[src/rtl/mult_pkg.sv]
//------------------------------------------------------------------------------
// mult_pkg: shared widths, FSM state type and carry-save helpers for the
// shared-multiplier datapath.
// Revision: 1.0
//------------------------------------------------------------------------------
`default_nettype none
`timescale 1ns/1ps

package mult_pkg;

  localparam int OP_W   = 8;
  localparam int PROD_W = 16;

  typedef enum logic [1:0] {
    IDLE = 2'd0,
    MUL  = 2'd1,
    RESP = 2'd2
  } mult_state_t;

  // One 3:2 compressor layer applied across a full product-width row.
  function automatic logic [PROD_W-1:0] csa_sum(
    input logic [PROD_W-1:0] x,
    input logic [PROD_W-1:0] y,
    input logic [PROD_W-1:0] z
  );
    return x ^ y ^ z;
  endfunction

  function automatic logic [PROD_W-1:0] csa_carry(
    input logic [PROD_W-1:0] x,
    input logic [PROD_W-1:0] y,
    input logic [PROD_W-1:0] z
  );
    return ((x & y) | (x & z) | (y & z)) << 1;
  endfunction

endpackage

`default_nettype wire

[src/rtl/rr_arbiter.sv]
//------------------------------------------------------------------------------
// rr_arbiter: combinational round-robin arbiter; search starts at ptr and
// wraps, producing a one-hot grant plus its binary index.
// Revision: 1.0
//------------------------------------------------------------------------------
`default_nettype none
`timescale 1ns/1ps

module rr_arbiter #(
  parameter int NUM_REQ = 4,
  parameter int ID_W    = 2
) (
  input  logic [NUM_REQ-1:0] req,
  input  logic [ID_W-1:0]    ptr,
  output logic [NUM_REQ-1:0] gnt,
  output logic [ID_W-1:0]    gnt_id
);

  int              idx;
  logic [ID_W-1:0] sel;

  // Walk from the farthest offset down to ptr so the nearest requester wins.
  always_comb begin
    gnt    = '0;
    gnt_id = '0;
    idx    = 0;
    sel    = '0;
    for (int k = NUM_REQ - 1; k >= 0; k--) begin
      idx = int'(ptr) + k;
      if (idx >= NUM_REQ) begin
        idx = idx - NUM_REQ;
      end
      sel = ID_W'(idx);
      if (req[sel]) begin
        gnt      = '0;
        gnt[sel] = 1'b1;
        gnt_id   = sel;
      end
    end
  end

endmodule

`default_nettype wire

[src/rtl/wallace_tree.sv]
//------------------------------------------------------------------------------
// wallace_tree: combinational 8x8 signed multiplier; sign-extended partial
// products reduced by carry-save layers and one final adder.
// Revision: 1.0
//------------------------------------------------------------------------------
`default_nettype none
`timescale 1ns/1ps

module wallace_tree
  import mult_pkg::*;
(
  input  logic [OP_W-1:0]   a,
  input  logic [OP_W-1:0]   b,
  output logic [PROD_W-1:0] p
);

  localparam int NUM_PP = OP_W + 1;

  logic [PROD_W-1:0] pp [NUM_PP];
  logic [PROD_W-1:0] a_ext;
  logic [PROD_W-1:0] row;

  // b's MSB carries weight -2^7, so that row is negated (~x, +1 in the last row).
  always_comb begin
    a_ext = {{(PROD_W - OP_W){a[OP_W-1]}}, a};
    row   = '0;
    for (int j = 0; j < OP_W; j++) begin
      row = b[j] ? (a_ext << j) : '0;
      pp[j] = (j == OP_W - 1) ? ~row : row;
    end
    pp[NUM_PP-1] = PROD_W'(1);
  end

  logic [PROD_W-1:0] s0, c0, s1, c1, s2, c2;
  logic [PROD_W-1:0] s3, c3, s4, c4;
  logic [PROD_W-1:0] s5, c5, s6, c6;

  // 9 -> 6 -> 4 -> 3 -> 2 rows.
  assign s0 = csa_sum  (pp[0], pp[1], pp[2]);
  assign c0 = csa_carry(pp[0], pp[1], pp[2]);
  assign s1 = csa_sum  (pp[3], pp[4], pp[5]);
  assign c1 = csa_carry(pp[3], pp[4], pp[5]);
  assign s2 = csa_sum  (pp[6], pp[7], pp[8]);
  assign c2 = csa_carry(pp[6], pp[7], pp[8]);

  assign s3 = csa_sum  (s0, c0, s1);
  assign c3 = csa_carry(s0, c0, s1);
  assign s4 = csa_sum  (c1, s2, c2);
  assign c4 = csa_carry(c1, s2, c2);

  assign s5 = csa_sum  (s3, c3, s4);
  assign c5 = csa_carry(s3, c3, s4);

  assign s6 = csa_sum  (s5, c5, c4);
  assign c6 = csa_carry(s5, c5, c4);

  assign p = s6 + c6;

endmodule

`default_nettype wire

[src/rtl/mult_share_arbiter.sv]
//------------------------------------------------------------------------------
// mult_share_arbiter: round-robin sharing of one registered 8x8 signed
// multiplier between NUM_REQ requesters, with an ID-tagged response channel.
// Revision: 1.0
//------------------------------------------------------------------------------
`default_nettype none
`timescale 1ns/1ps

module mult_share_arbiter
  import mult_pkg::*;
#(
  parameter int NUM_REQ = 4,
  parameter int ID_W    = 2
) (
  input  logic                      clk,
  input  logic                      rst,
  input  logic [NUM_REQ-1:0]        req_valid,
  output logic [NUM_REQ-1:0]        req_ready,
  input  logic [NUM_REQ*OP_W-1:0]   req_a,
  input  logic [NUM_REQ*OP_W-1:0]   req_b,
  output logic                      resp_valid,
  input  logic                      resp_ready,
  output logic [ID_W-1:0]           resp_id,
  output logic [PROD_W-1:0]         resp_product,
  output logic                      busy
);

  mult_state_t       state, next_state;
  logic [ID_W-1:0]   rr_ptr, next_ptr;
  logic [NUM_REQ-1:0] gnt;
  logic [ID_W-1:0]   gnt_id;
  logic [OP_W-1:0]   a_q, b_q;
  logic [ID_W-1:0]   id_q;
  logic [PROD_W-1:0] core_p;
  logic              take;

  logic [OP_W-1:0] lane_a [NUM_REQ];
  logic [OP_W-1:0] lane_b [NUM_REQ];

  for (genvar i = 0; i < NUM_REQ; i++) begin : g_lane
    assign lane_a[i] = req_a[i*OP_W +: OP_W];
    assign lane_b[i] = req_b[i*OP_W +: OP_W];
  end

  rr_arbiter #(
    .NUM_REQ (NUM_REQ),
    .ID_W    (ID_W)
  ) u_arb (
    .req    (req_valid),
    .ptr    (rr_ptr),
    .gnt    (gnt),
    .gnt_id (gnt_id)
  );

  wallace_tree u_core (
    .a (a_q),
    .b (b_q),
    .p (core_p)
  );

  assign take     = |req_ready;
  assign next_ptr = (gnt_id == ID_W'(NUM_REQ - 1)) ? '0 : gnt_id + 1'b1;

  // State register
  always_ff @(posedge clk or posedge rst) begin
    if (rst) begin
      state <= IDLE;
    end else begin
      state <= next_state;
    end
  end

  // Next-state logic
  always_comb begin
    next_state = state;
    case (state)
      IDLE:    if (take) next_state = MUL;
      MUL:     next_state = RESP;
      RESP:    if (resp_ready) next_state = IDLE;
      default: next_state = IDLE;
    endcase
  end

  // Output logic; grants are masked while reset is asserted.
  always_comb begin
    req_ready  = '0;
    resp_valid = 1'b0;
    busy       = 1'b1;
    case (state)
      IDLE: begin
        busy = 1'b0;
        if (!rst) req_ready = gnt;
      end
      MUL:     resp_valid = 1'b0;
      RESP:    resp_valid = 1'b1;
      default: busy = 1'b1;
    endcase
  end

  // Operand capture on grant, product capture in MUL; held through RESP.
  always_ff @(posedge clk or posedge rst) begin
    if (rst) begin
      rr_ptr       <= '0;
      a_q          <= '0;
      b_q          <= '0;
      id_q         <= '0;
      resp_id      <= '0;
      resp_product <= '0;
    end else begin
      if (state == IDLE && take) begin
        a_q    <= lane_a[gnt_id];
        b_q    <= lane_b[gnt_id];
        id_q   <= gnt_id;
        rr_ptr <= next_ptr;
      end
      if (state == MUL) begin
        resp_product <= core_p;
        resp_id      <= id_q;
      end
    end
  end

endmodule

`default_nettype wire

[config.mk]
export PLATFORM = sky130hd
export DESIGN_NAME = mult_share_arbiter
export DESIGN_NICKNAME = d
export VERILOG_FILES = /design/src/rtl/mult_pkg.sv /design/src/rtl/rr_arbiter.sv /design/src/rtl/wallace_tree.sv /design/src/rtl/mult_share_arbiter.sv
export SDC_FILE = /design/constraint.sdc
export NUM_CORES = 1
export LEC_CHECK = 0
export CAP_MARGIN = 10
export CORE_MARGIN = 2
export CORE_UTILIZATION = 35
export DETAILED_ROUTE_END_ITERATION = 6
export DONT_BUFFER_PORTS = 1
export PLACE_DENSITY = 0.62
export SETUP_SLACK_MARGIN = 0.3
export SYNTH_ARGS = -nofsm -noshare
export SYNTH_HDL_FRONTEND = slang
export SYNTH_SLANG_ARGS = --single-unit
[constraint.sdc]
create_clock -name clk -period 5.1 [get_ports clk]
set_input_delay 1.53 -clock clk [delete_from_list [all_inputs] [get_ports clk]]
set_output_delay 1.53 -clock clk [all_outputs]
set_load 0.02 [all_outputs]
==> metrics.txt <==
post-DR vias/cell=4.911; average routed wire per standard cell=about 15 um; xor and xnor fraction of the mapped netlist area=0.01736; hold path depth=2; number of antenna diodes=0; Global Route met3 Usage=0.01877; area of the core=13990 um2; maximum buffer depth of the clock tree=2; pin count of the biggest net entering global routing=41; synthesis-to-finish area growth=9.921%; worst slew pin tran=937.3 ps; busiest metal layer after global routing=met2; flops & latches, synth=40; share of the synthesized area in the top cell type=0.2143; Hold Fails Final Rpt=0; Min-Delay Path Class=flip-flop to flip-flop; largest family of logic cells by synthesized area=adder cells; worst max-slew margin expressed relative to the limit=0.3738; final wirelength=just over 10000 um; RePlAce Congestion=0.8288; number of design rule violations left after detail routing=0; worst setup path class=flip-flop to flip-flop; area of all placed cells without fillers=5545 um2; TritonCTS clock tree=done; hold buffers post-CTS=0; post-synthesis compound-gate area fraction=0.06796; count of final setup violators=0; total number of placement rows=43; yosys warns=0; global routing met1 resource utilization=0.2027; vias post-DR=3487; portion of netlist area occupied by mux cells=0.1783; count of cell types in the netlist=47; Setup crit end kind=flip-flop; predominant post-synthesis flop cell=dfrtp_1; area after detailed placement=about 5300 um2; Critical Path Source Type=flip-flop; global-route usage over all layers=0.1437; Mapped Avg Cell Area=9.683 um2; first-pass iteration count of the detailed router=4; cell types with the largest area share after synthesis=fa_1 (21%), dfrtp_1 (20%), mux2i_1 (10%); share of synthesized flip-flops with an asynchronous set or reset=1.000; count of nets left with antenna violations after detail routing=0; number of cells on the worst reg-to-reg path=14; wire length of the first global-routing pass=17650 um; FMAX=0.2130 GHz; top cells by count, synth=inv_1 (91), nand2_1 (59), fa_1 (54); cell taking the most area after synthesis=fa_1; clock net sink count=40; Period minus WS final=4694 ps; cell at the root of the clock tree=clkbuf_16; fin. max-slew vios=0; number of buffers inserted by port buffering=0; initial antenna violation count=0; Critical Path Fanout Max=9; Max Cap Viol=0; H-Tree Level Count=2; status=finished, final reports clean; share of the clock period used by the worst path=0.9204; die outline height=about 120 um; Synth Net Count=683; met2 Use GR=0.2370; area share of and/or/nand/nor cells after synthesis=0.1461; DPL Wire Length=8436 um; iteration-0 DRC count of the detailed router=215; Post-Syn Area=5045 um2; number of top-level pins=95; setup tns final=0 ps; Worst EP required=approximately 5300 ps; Skew-Pair Late Insertion Delay=about 280 ps; share of post-route cells with drive strength above 1=0.1208; final layout net count=about 690; cell count after synthesis=521; number of flops mapped to enable cells by yosys=0; worst clock skew=roughly 4.7 ps; Initial Utilization=0.3606; overall die width=124.1 um; Reg clk slew, reported paths=60 ps; vias in the first global route=3706; RSZ-0062 raised after global routing=true; Die Outline Area=15390 um2; clock buffers created by TritonCTS=5; aggregate global routing overflow=0; top-count cell post-synth=inv_1; area share of fa/ha/maj cells after synthesis=0.3061; Seq/Total Area, Yosys=0.1984; arrival time worst endpoint=between 4000 and 5000 ps
==> worst max-delay path: stages, from the launching register on <==
cell,delay (ps)
dfrtp_1,490
and2_1,230
fa_1,510
inv_1,70
fa_1,500
fa_1,540
inv_1,50
fa_1,410
ha_1,380
a21oi_1,190
nor2b_1,90
a2111oi_4,340
o21ai_1,110
or4_1,410
a31o_2,250
==> cell families after synthesis <==
logic type / after synthesis
AO/OA/AOI/OAI: 52
XOR/XNOR: 10
adder cells (fa/ha/maj): 91
buffers and inverters: 108
flip-flops: 40
multiplexers: 75
AND/OR/NAND/NOR: 145
==> final timing paths <==
path,end,startpoint,slack [ps]
worst min-delay path,resp_id[0]$_DFFE_PP0N_,id_q[0]$_DFFE_PP0P_,470
worst min register to register,resp_id[0]$_DFFE_PP0N_,id_q[0]$_DFFE_PP0P_,470
worst max register to register,resp_product[14]$_DFFE_PP0N_,a_q[4]$_DFFE_PP0P_,410
max in group asynchronous,a_q[5]$_DFFE_PP0P_,rst,3450
min in group asynchronous,state[0]$_DFFE_PP0P_,rst,1260
worst max-delay path,resp_product[14]$_DFFE_PP0N_,a_q[4]$_DFFE_PP0P_,410
==> metal layers <==
layer	share of wire	routed length, um	vias to the layer above
li1	-	-	1708
met1	0.48	4978	1670
met2	0.47	4810	103
met3	0.044	454	6
met4	0.0082	85	0
met5	0	0	-
==> layout by cell type (no fill, tap or decap), types with 4 or more instances in the layout <==
master	n
mux2_4	17
nor3_1	4
o21ai_0	13
clkbuf_16	5
xnor2_1	9
a211oi_1	5
fa_1	54
nand2b_1	4
nor2_1	14
ha_1	36
inv_1	90
nand2_1	59
o31ai_1	5
mux2i_1	52
and2_1	38
or4_1	4
nor2b_1	4
a21oi_1	6
dfrtp_1	34
buf_4	16
o21a_1	5
dfrtp_2	6
==> final cells by class <==
| cell class | count | area [um2] |
|---|---|---|
| fillers | 1376 | 8443 |
| multi-input cells | 373 | 3669 |
| flip-flops and latches | 40 | 1008 |
| inverters | 91 | 341.6 |
| well taps | 180 | 225.2 |
| repair buffers | 18 | 152.6 |
| clock buffers | 6 | 138.9 |
| clock inverters | 2 | 10.01 |
==> through the flow <==
step           utilization  std cells  hold slack (ps)  setup slack [ps]
2_1_floorplan            -        521            438.9             311.1
3_3_place_gp        0.3788        696            468.0             173.8
3_5_place_dp        0.3788        696            465.9             68.94
4_1_cts             0.3920        704            483.2             382.5
5_1_grt             0.3964        710            513.7             251.5
6_report            0.3964        710            474.8             405.9
==> sequential cells by signal, indices dropped and copies added (netlist names) <==
register / count
id_q: 2
resp_id: 2
a_q: 8
state: 2
resp_product: 16
b_q: 8
rr_ptr: 2
==> timing repair <==
| item | CTS | global route |
|---|---|---|
| resized for setup | 8 | 9 |
| setup buffers | 0 | 6 |
| endpoints found under the setup margin | 1 | 3 |
| pin swaps | 0 | 2 |
Power is left out: the tool's default activity adds up to more than one toggle a clock period on the data nets, which glitch-free logic cannot reach.
